==> config.mk <==
export PLATFORM = sky130hd
export DESIGN_NAME = vga_cmd_engine
export DESIGN_NICKNAME = d
export VERILOG_FILES = /design/src/rtl/vga_cmd_engine.sv
export SDC_FILE = /design/constraint.sdc
export NUM_CORES = 1
export LEC_CHECK = 0
export CORE_MARGIN = 1.5
export CORE_UTILIZATION = 24
export CTS_CLUSTER_SIZE = 8
export DETAILED_ROUTE_END_ITERATION = 16
export PLACE_DENSITY = 0.44
export SLEW_MARGIN = 30
export SYNTH_ARGS = -nofsm -noshare
export SYNTH_HDL_FRONTEND = slang
export SYNTH_SLANG_ARGS = --single-unit
==> constraint.sdc <==
create_clock -name CLK -period 5.1 [get_ports CLK]
set_input_delay 1.02 -clock CLK [delete_from_list [all_inputs] [get_ports CLK]]
set_output_delay 1.02 -clock CLK [all_outputs]
set_load 0.01 [all_outputs]
==> src/rtl/vga_cmd_engine.sv <==
// Command-driven VGA register engine: a small command FIFO feeds an FSM that
// updates display registers and performs blank-gated framebuffer writes.
module vga_cmd_engine #(
    parameter int ADDR_W   = 14,
    parameter int RAM_SIZE = 'h1800,
    parameter int H_CHARS  = 80,
    parameter int FIFO_AW  = 4
) (
    input  logic              CLK,
    input  logic              RESET,
    input  logic              WR_EN,
    input  logic [2:0]        WR_REG,
    input  logic [7:0]        WR_DATA,
    output logic              FULL,
    input  logic [2:0]        RD_REG,
    output logic [7:0]        RD_DATA,
    input  logic              DE,
    input  logic              VSYNC_PULSE,
    input  logic              HSYNC_PULSE,
    output logic              FB_WE,
    output logic [ADDR_W-1:0] FB_ADDR,
    output logic [7:0]        FB_DATA,
    output logic [1:0]        MODE,
    output logic [7:0]        HSCROLL,
    output logic [7:0]        VSCROLL,
    output logic [ADDR_W-1:0] CURSOR_ADDR,
    output logic              IRQ
);

    localparam int DEPTH = 1 << FIFO_AW;

    typedef logic [ADDR_W:0] wide_t;
    localparam wide_t RAM_SZ = wide_t'(RAM_SIZE);

    typedef enum logic [2:0] {
        S_IDLE,
        S_FETCH,
        S_EXEC,
        S_WAIT_BLANK,
        S_INC
    } state_t;

    state_t             state;
    logic [10:0]        fifo_mem [DEPTH];
    logic [FIFO_AW-1:0] wr_ptr;
    logic [FIFO_AW-1:0] rd_ptr;
    logic [FIFO_AW:0]   count;
    logic               push;
    logic               pop;

    logic [2:0]         cmd_reg;
    logic [7:0]         cmd_data;
    logic [7:0]         ctrl;
    logic [7:0]         ien;
    logic [7:0]         intr;
    logic [7:0]         hscroll;
    logic [7:0]         vscroll;
    logic [ADDR_W-1:0]  addr;

    wide_t              step_val;
    wide_t              addr_ext;
    wide_t              addr_wide;
    logic [7:0]         intr_set;
    logic [7:0]         intr_clr;
    logic [7:0]         reg_read;

    assign FULL        = (32'(count) == DEPTH);
    assign push        = WR_EN && !FULL;
    assign pop         = (state == S_FETCH);
    assign MODE        = ctrl[1:0];
    assign HSCROLL     = hscroll;
    assign VSCROLL     = vscroll;
    assign CURSOR_ADDR = addr;
    assign FB_ADDR     = addr;
    assign FB_DATA     = cmd_data;
    // The write lands in the first blanking cycle, so it cannot wait for a register stage.
    assign FB_WE = (state == S_WAIT_BLANK) && !DE && !RESET && ({1'b0, addr} < RAM_SZ);

    always_comb begin
        step_val = '0;
        case (ctrl[6:2])
            5'd1, 5'd2, 5'd3, 5'd4,
            5'd5, 5'd6, 5'd7, 5'd8: step_val = wide_t'(1) << (ctrl[6:2] - 5'd1);
            5'd9:                   step_val = wide_t'(3);
            5'd10:                  step_val = wide_t'(10);
            5'd11:                  step_val = wide_t'(H_CHARS);
            5'd12:                  step_val = wide_t'(2 * H_CHARS);
            5'd13:                  step_val = wide_t'(3 * H_CHARS);
            default:                step_val = '0;
        endcase
    end

    // Address stepping wraps modulo the framebuffer depth in both directions.
    always_comb begin
        addr_ext = {1'b0, addr};
        if (!ctrl[7]) begin
            addr_wide = (addr_ext + step_val >= RAM_SZ) ? addr_ext + step_val - RAM_SZ
                                                        : addr_ext + step_val;
        end else begin
            addr_wide = (addr_ext < step_val) ? addr_ext + RAM_SZ - step_val
                                              : addr_ext - step_val;
        end
    end

    always_comb begin
        intr_set = {VSYNC_PULSE, 5'b0, WR_EN && FULL, HSYNC_PULSE};
        intr_clr = (state == S_EXEC && cmd_reg == 3'd5) ? cmd_data : 8'h00;
        case (RD_REG)
            3'd0:    reg_read = ctrl;
            3'd1:    reg_read = addr[7:0];
            3'd2:    reg_read = 8'(addr >> 8);
            3'd3:    reg_read = (32'(count) > 255) ? 8'hFF : 8'(count);
            3'd4:    reg_read = ien;
            3'd5:    reg_read = intr;
            3'd6:    reg_read = hscroll;
            default: reg_read = vscroll;
        endcase
    end

    always_ff @(posedge CLK) begin
        if (push) begin
            fifo_mem[wr_ptr] <= {WR_REG, WR_DATA};
        end
    end

    always_ff @(posedge CLK) begin
        if (RESET) begin
            state    <= S_IDLE;
            wr_ptr   <= '0;
            rd_ptr   <= '0;
            count    <= '0;
            cmd_reg  <= '0;
            cmd_data <= '0;
            ctrl     <= 8'h05;
            ien      <= '0;
            intr     <= '0;
            hscroll  <= '0;
            vscroll  <= '0;
            addr     <= '0;
            RD_DATA  <= '0;
            IRQ      <= 1'b0;
        end else begin
            if (push) wr_ptr <= wr_ptr + 1'b1;
            if (pop)  rd_ptr <= rd_ptr + 1'b1;
            if (push && !pop)      count <= count + 1'b1;
            else if (!push && pop) count <= count - 1'b1;

            // A new set event in the same cycle as a write-one-to-clear keeps the flag.
            intr    <= (intr & ~intr_clr) | intr_set;
            IRQ     <= |(intr & ien);
            RD_DATA <= reg_read;

            case (state)
                S_IDLE: begin
                    if (count != '0) state <= S_FETCH;
                end
                S_FETCH: begin
                    {cmd_reg, cmd_data} <= fifo_mem[rd_ptr];
                    state               <= S_EXEC;
                end
                S_EXEC: begin
                    state <= S_IDLE;
                    case (cmd_reg)
                        3'd0:    ctrl               <= cmd_data;
                        3'd1:    addr[7:0]          <= cmd_data;
                        3'd2:    addr[ADDR_W-1:8]   <= cmd_data[ADDR_W-9:0];
                        3'd3:    state              <= S_WAIT_BLANK;
                        3'd4:    ien                <= cmd_data;
                        3'd6:    hscroll            <= cmd_data;
                        3'd7:    vscroll            <= cmd_data;
                        default: ;
                    endcase
                end
                S_WAIT_BLANK: begin
                    if (!DE) state <= S_INC;
                end
                S_INC: begin
                    addr  <= ADDR_W'(addr_wide);
                    state <= S_IDLE;
                end
                default: state <= S_IDLE;
            endcase
        end
    end

endmodule
=== Yosys cells after proc, flatten, opt, wreduce, memory -nomap -nowiden ===
Memory sizes are Yosys's and may differ from the RTL's. A register that Yosys moved wholly into a read port is not among the register bits.
Cells that the tools add are included.

* Register bits after elaboration: 79
* RAM bits: 176
* Input port bits: 20
* Output and inout port bits: 65
* Logic and storage cells: 112
* Memories kept: 1

* Add/sub/neg operators: 10
* Order comparisons: 3
* Equal/unequal tests: 35
* Shift-type cells: 1
* Muxes and demuxes: 17
* Bitwise operators: 4
* Reduce and logical (&&, ||, !) cells: 28

{| class="wikitable"
|+ Memories
! name !! depth !! bits a word !! read ports !! clocked after Yosys merged registers in !! wr ports !! RTL line !! text
|-
| fifo_mem || 16 || 11 || 1 || 1 || 1 || 44 || <nowiki>logic [10:0] fifo_mem [DEPTH];</nowiki>
|}

{| class="wikitable"
|+ Operators by type and width
! cell !! number
|-
| $pmux 15 s6 || 1
|-
| $pmux 8 s7 || 1
|-
| $mux 14 || 3
|-
| $eq 5x4->1 const B || 6
|-
| $pmux 14 s2 || 1
|-
| $sub 14x14->14 || 2
|-
| $eq 3x3->1 const B || 8
|-
| $eq 5x3->1 const B || 4
|-
| $eq 3x2->1 const B || 6
|-
| $and 8x8->8 || 2
|-
| $mux 8 || 2
|-
| $reduce_or 8->1 || 2
|-
| $add 14x15->15 || 1
|-
| $ge 15x13->1 const B || 1
|-
| $lt 14x15->1 || 1
|-
| $shl 1x5->15 const A || 1
|-
| $add 14x13->14 const B || 1
|-
| $lt 14x13->1 const B || 1
|-
| $reduce_and 2->1 || 7
|-
| $sub 14x13->14 const B || 1
|-
| $pmux 3 s4 || 1
|-
| $eq 5x2->1 const B || 2
|-
| $mux 5 || 2
|-
| $sub 5x1->5 const B || 2
|-
| other kinds (18) || 39
|}

=== Depth between registers and ports, before layout ===
* Depth after elaboration: 8
* Depth in mapped cells: 21
* Depth with buffers taken out: 20

=== Least setup slack after synthesis ===
Ideal clock, no wire load.

* Path type: register to register
* From: register ctrl[3]
* To: register addr[13], in the netlist CURSOR_ADDR[13]
* Setup time: 74 ps
* Arrival: 4349 ps
* Data required time: 5026 ps
* Slack: 676 ps
* Stages on the path, launching flop included: 22
* Buffers on the path: 1
* Period minus slack after synthesis: 4424 ps
* Cell sequence: dfxtp_1 -> clkbuf_1 -> nor2_1 -> ha_1 -> nor2b_1 -> a21oi_1 -> nor3b_1 -> o21bai_1 -> inv_1 -> fa_1 -> nor2b_2 -> o31a_1 -> nand3_1 -> a2111oi_4 -> a211oi_1 -> xnor2_2 -> ha_1 -> nor3_1 -> o21ai_2 -> a21oi_1 -> or4b_1 -> a31oi_1

* Longest elaborated chain between the ends: 8
* Elaborated cells on any way between the ends: 27
* Classes of those cells: add/sub: 5; order compare: 2; eq/ne: 13; shift: 1; mux: 5; reduce/logical: 1

{| class="wikitable"
|+ Ends and longest elaborated chain
! what !! RTL line !! text
|-
| start: declaration || 53 || <nowiki>logic [7:0] ctrl;</nowiki>
|-
| start signal: assignment || 164 || <nowiki>3'd0: ctrl <= cmd_data;</nowiki>
|-
| $sub 5x1->5 (tied with other cells) || 83 || <nowiki>5'd5, 5'd6, 5'd7, 5'd8: step_val = wide_t'(1) << (ctrl[6:2] - 5'd1);</nowiki>
|-
| $shl 1x5->15 / $reduce_or 8->1 (equally long branches) || 83, 81 ||
|-
| $pmux 15 s6 * || 81 || <nowiki>case (ctrl[6:2])</nowiki>
|-
| $add 14x15->15 || 97, 98 ||
|-
| $sub 14x13->14 / $ge 15x13->1 (equally long branches) || 97 || <nowiki>addr_wide = (addr_ext + step_val >= RAM_SZ) ? addr_ext + step_val - RAM_SZ</nowiki>
|-
| $mux 14 || 97 ||
|-
| $mux 14 * || 96 || <nowiki>if (!ctrl[7]) begin</nowiki>
|-
| $pmux 14 s2 * || 153 || <nowiki>case (state)</nowiki>
|-
| end signal: indexed assignment || 166 || <nowiki>3'd2: addr[ADDR_W-1:8] <= cmd_data[ADDR_W-9:0];</nowiki>
|-
| end signal: assignment || 178 || <nowiki>addr <= ADDR_W'(addr_wide);</nowiki>
|-
| end: declaration || 58 || <nowiki>logic [ADDR_W-1:0] addr;</nowiki>
|}

Every way passes the cells marked *; elsewhere a longest branch is shown, timed or not.
A chain may end at the register's enable or synchronous reset.

=== Worst setup path after layout ===
* From: register ctrl[4]
* To: register addr[13], in the netlist CURSOR_ADDR[13]

Same word-level chain as after synthesis.

==> flow_metrics.tcl <==
set metrics [dict create \
    hp-class "reg2reg" \
    syn_area_um2 13570 \
    final.setup_skew_ns 0.02751 \
    slew-limit-headroom_pct 37.62 \
    fin_setup_tns_ns 0 \
    fillers 5771 \
    async_flop_share_pct 0 \
    finalMaxSlewViolations 0 \
    clock_path_buffers 3 \
    synth_top_area_share_pct 38.94 \
    p_leak_uw 0.005986 \
    required_ns 5.55 \
    fmax_mhz 214.7 \
    final_nets 1292 \
    synthTopCellsByArea "edfxtp_1 (39%), dfxtp_1 (13%), mux4_2 (9.5%)" \
    detail-route-antenna-nets 0 \
    wl_met1_mm 18.52 \
    finalCritPeriodShare_pct 91.32 \
    seq_power_share_pct 40.6 \
    ff_latch_area_um2 7093 \
    antenna_found_initial 1 \
    fp.dieArea_um2 57990 \
    cts-root-buf "clkbuf_16" \
    power_uw 6574 \
    yosysSeqAreaShare_pct 52.21 \
    rsz0062_at_grt "false" \
    initial_core_util_pct 24.45 \
    dr.pass1.iters 4 \
    dr.max_layer_used "met5" \
    power.internal_uw 4580 \
    ys_seq_elements 266 \
    dr_wl_met3_mm 1.604 \
    status "finished, final reports clean" \
    clk_pin_slew_worst_paths_ns 0.05 \
    cp.arrival_ns 5.10 \
    insertion_delay_ns 0.55 \
    worstMarginPinSlew_ns 0.9344 \
    switchingPower_uw 1993 \
    numCtsBuffers 39 \
    drtIter0Drc 614 \
    p_clk_share_pct 36.0 \
    maxCapViolations 0 \
    overflow 0 \
    port_buffers 84 \
    irDropWorstVdd_mv 0.2256 \
    grt_max_degree 66 \
    syn_avg_cell_area_um2 12.43 \
    synth_edf_count 176 \
    postSynthCellCount 1092 \
    yosys.cell_types.count 79 \
    drive_gt1_share_pct 14.43 \
    hpwl_mm 27.39 \
    die_h_um 240.8 \
    setup_viol_count_final 0 \
    grtUsageTotal_pct 13.98 \
    layout_setup_ws_ns 0.4428 \
    end_kind "flip-flop" \
    pwr-share-comb_pct 23.4 \
    largest_register "fifo_mem" \
    wl_mm 39.95 \
    ys.flop_type "edfxtp_1" \
    period_minus_slack_ns 4.657 \
    yosysMostFrequentCell "edfxtp_1" \
    wl_per_cell_um 20.37 \
    ctsHoldBuffers 0 \
    finalNonFillerCells 1961 \
    swShare_pct 30.32 \
    core_um2 55520 \
    multiInputGateArea_um2 6060 \
    grt_pass1_wl_mm 60.05 \
    worstPathMaxFanout 7 \
    rows 86 \
    antenna_cells 0 \
    clkSinkCount 266 \
    largest_register_ffs 176 \
    place_congestion 0.8567 \
    syn2layout_area_growth_pct 21.11 \
    ys_warn_count 0 \
    ctsResizeCount 0 \
    h-tree-depth 2 \
    yosys-top-cells-count "edfxtp_1 (176), nor2_1 (119), dfxtp_1 (90)" \
    synth_area_leader_cell "edfxtp_1" \
    postCtsSetupRepairBufs 0 \
    p_per_area_nw_per_um2 399.9 \
    fin_util_pct 29.61 \
    start_kind "flip-flop" \
    viasPerCell 4.574 \
    path_class "reg2reg" \
    grt_pass1_vias 9090 \
    die_x_um 240.8 \
    met2_length_mm 18.98 \
    dp.cells 1904 \
    hold_violations 0 \
    drc_errors 0 \
    pre_cts_ws_ns 0.3966 \
    cts_tree "done" \
    boundaryPins 85 \
    vias 8969 \
]
[cell type report]
cell class                      instances  share of cell area [%]
Clock buffer                           52                   6.234
Clock inverter                          5                  0.4871
Sequential cell                       266                   43.15
Tap cell                              748                   5.693
Inverter                               41                  0.9362
Timing Repair Buffer                  118                   6.637
Multi-Input combinational cell        731                   36.86
[cells by family (layout without fill, tap and decap cells)]
family	count (synthesis)	count (layout)	share of synthesized area (%)
adder cells (fa/ha/maj)	75	75	7.688
buffers and inverters	113	216	3.872
multiplexers	119	119	14.15
AO/OA/AOI/OAI	180	180	8.840
flip-flops	266	266	52.21
XOR/XNOR	40	40	2.636
AND/OR/NAND/NOR	297	297	10.55
other	2	20	0.05533
[through the flow]
step	hold WS, ns	cell area (µm²)
2_1_floorplan	0.4367	13640
3_3_place_gp	0.4517	15320
3_5_place_dp	0.4564	15320
4_1_cts	0.4643	16430
5_1_grt	0.5045	16440
6_report	0.4661	16440
[worst max-delay path, stage by stage, from the launching register on]
cell      delay (ns)
dfxtp_1         0.42
inv_1           0.13
ha_1            0.32
nor2b_1         0.18
a21oi_1         0.09
nor3b_1         0.27
o21bai_2        0.14
ha_1            0.35
ha_1            0.25
fa_1            0.40
nor2b_1         0.18
o31ai_1         0.40
a31oi_1         0.21
o41ai_1         0.30
buf_4           0.19
mux2i_1         0.23
a21oi_1         0.09
nor3_1          0.20
o21bai_1        0.09
a31oi_1         0.14
[final timing paths]
path / cells after the start / slack (ns) / to / startpoint
worst max-delay path: 19 / 0.44 / CURSOR_ADDR[13] / ctrl[4]
worst max register to register: 19 / 0.44 / CURSOR_ADDR[13] / ctrl[4]
worst min-delay path: 2 / 0.47 / intr[4] / intr[4]
worst min register to register: 2 / 0.47 / intr[4] / intr[4]
[metal layers]
| metal | track usage, % | vias up |
|---|---|---|
| li1 | - | 4215 |
| met1 | 19.11 | 4493 |
| met2 | 22.96 | 198 |
| met3 | 2.379 | 61 |
| met4 | 3.428 | 2 |
| met5 | 0 | - |
[placed cells by master (no fill, tap or decap), types with 4 or more instances in the layout]
master           netlist  routed
edfxtp_1             176     176
clkbuf_16              0      39
nor3_1                19      14
or3_1                  5       5
nand2_1               73      73
a21oi_1               56      56
conb_1                 2      20
o22ai_1                5       5
nor2_1               119     118
ha_1                  61      61
mux2i_1               52      52
nor2b_1               15      15
buf_4                 18      34
dfxtp_1               90      87
nand2b_1              16      16
nand3_1                7       7
o21ai_0               26      26
a31oi_1               16      16
nand3b_1               5       5
clkdlybuf4s50_1        0      83
xnor2_1               19      19
nor3_2                 0       5
mux2_2                 9       9
nor3b_1                6       6
inv_1                 41      41
a221oi_1               5       5
xor2_1                20      20
mux4_2                57      57
a2111oi_0              4       4
clkbuf_1              41      13
a22oi_1                5       5
a21o_1                 7       7
o21bai_1               5       4
fa_1                  14      14
a211oi_1              17      17
and3_1                 7       7
[power groups by stage]
stage	Clock (µW)	Sequential, µW	Combinational (µW)
2_1_floorplan	0	2540	1170
3_3_place_gp	0	2720	1540
3_5_place_dp	0	2720	1540
4_1_cts	2440	2680	1550
5_1_grt	2530	2700	1680
6_report	2370	2670	1540
(Power assumes the default switching activity.)
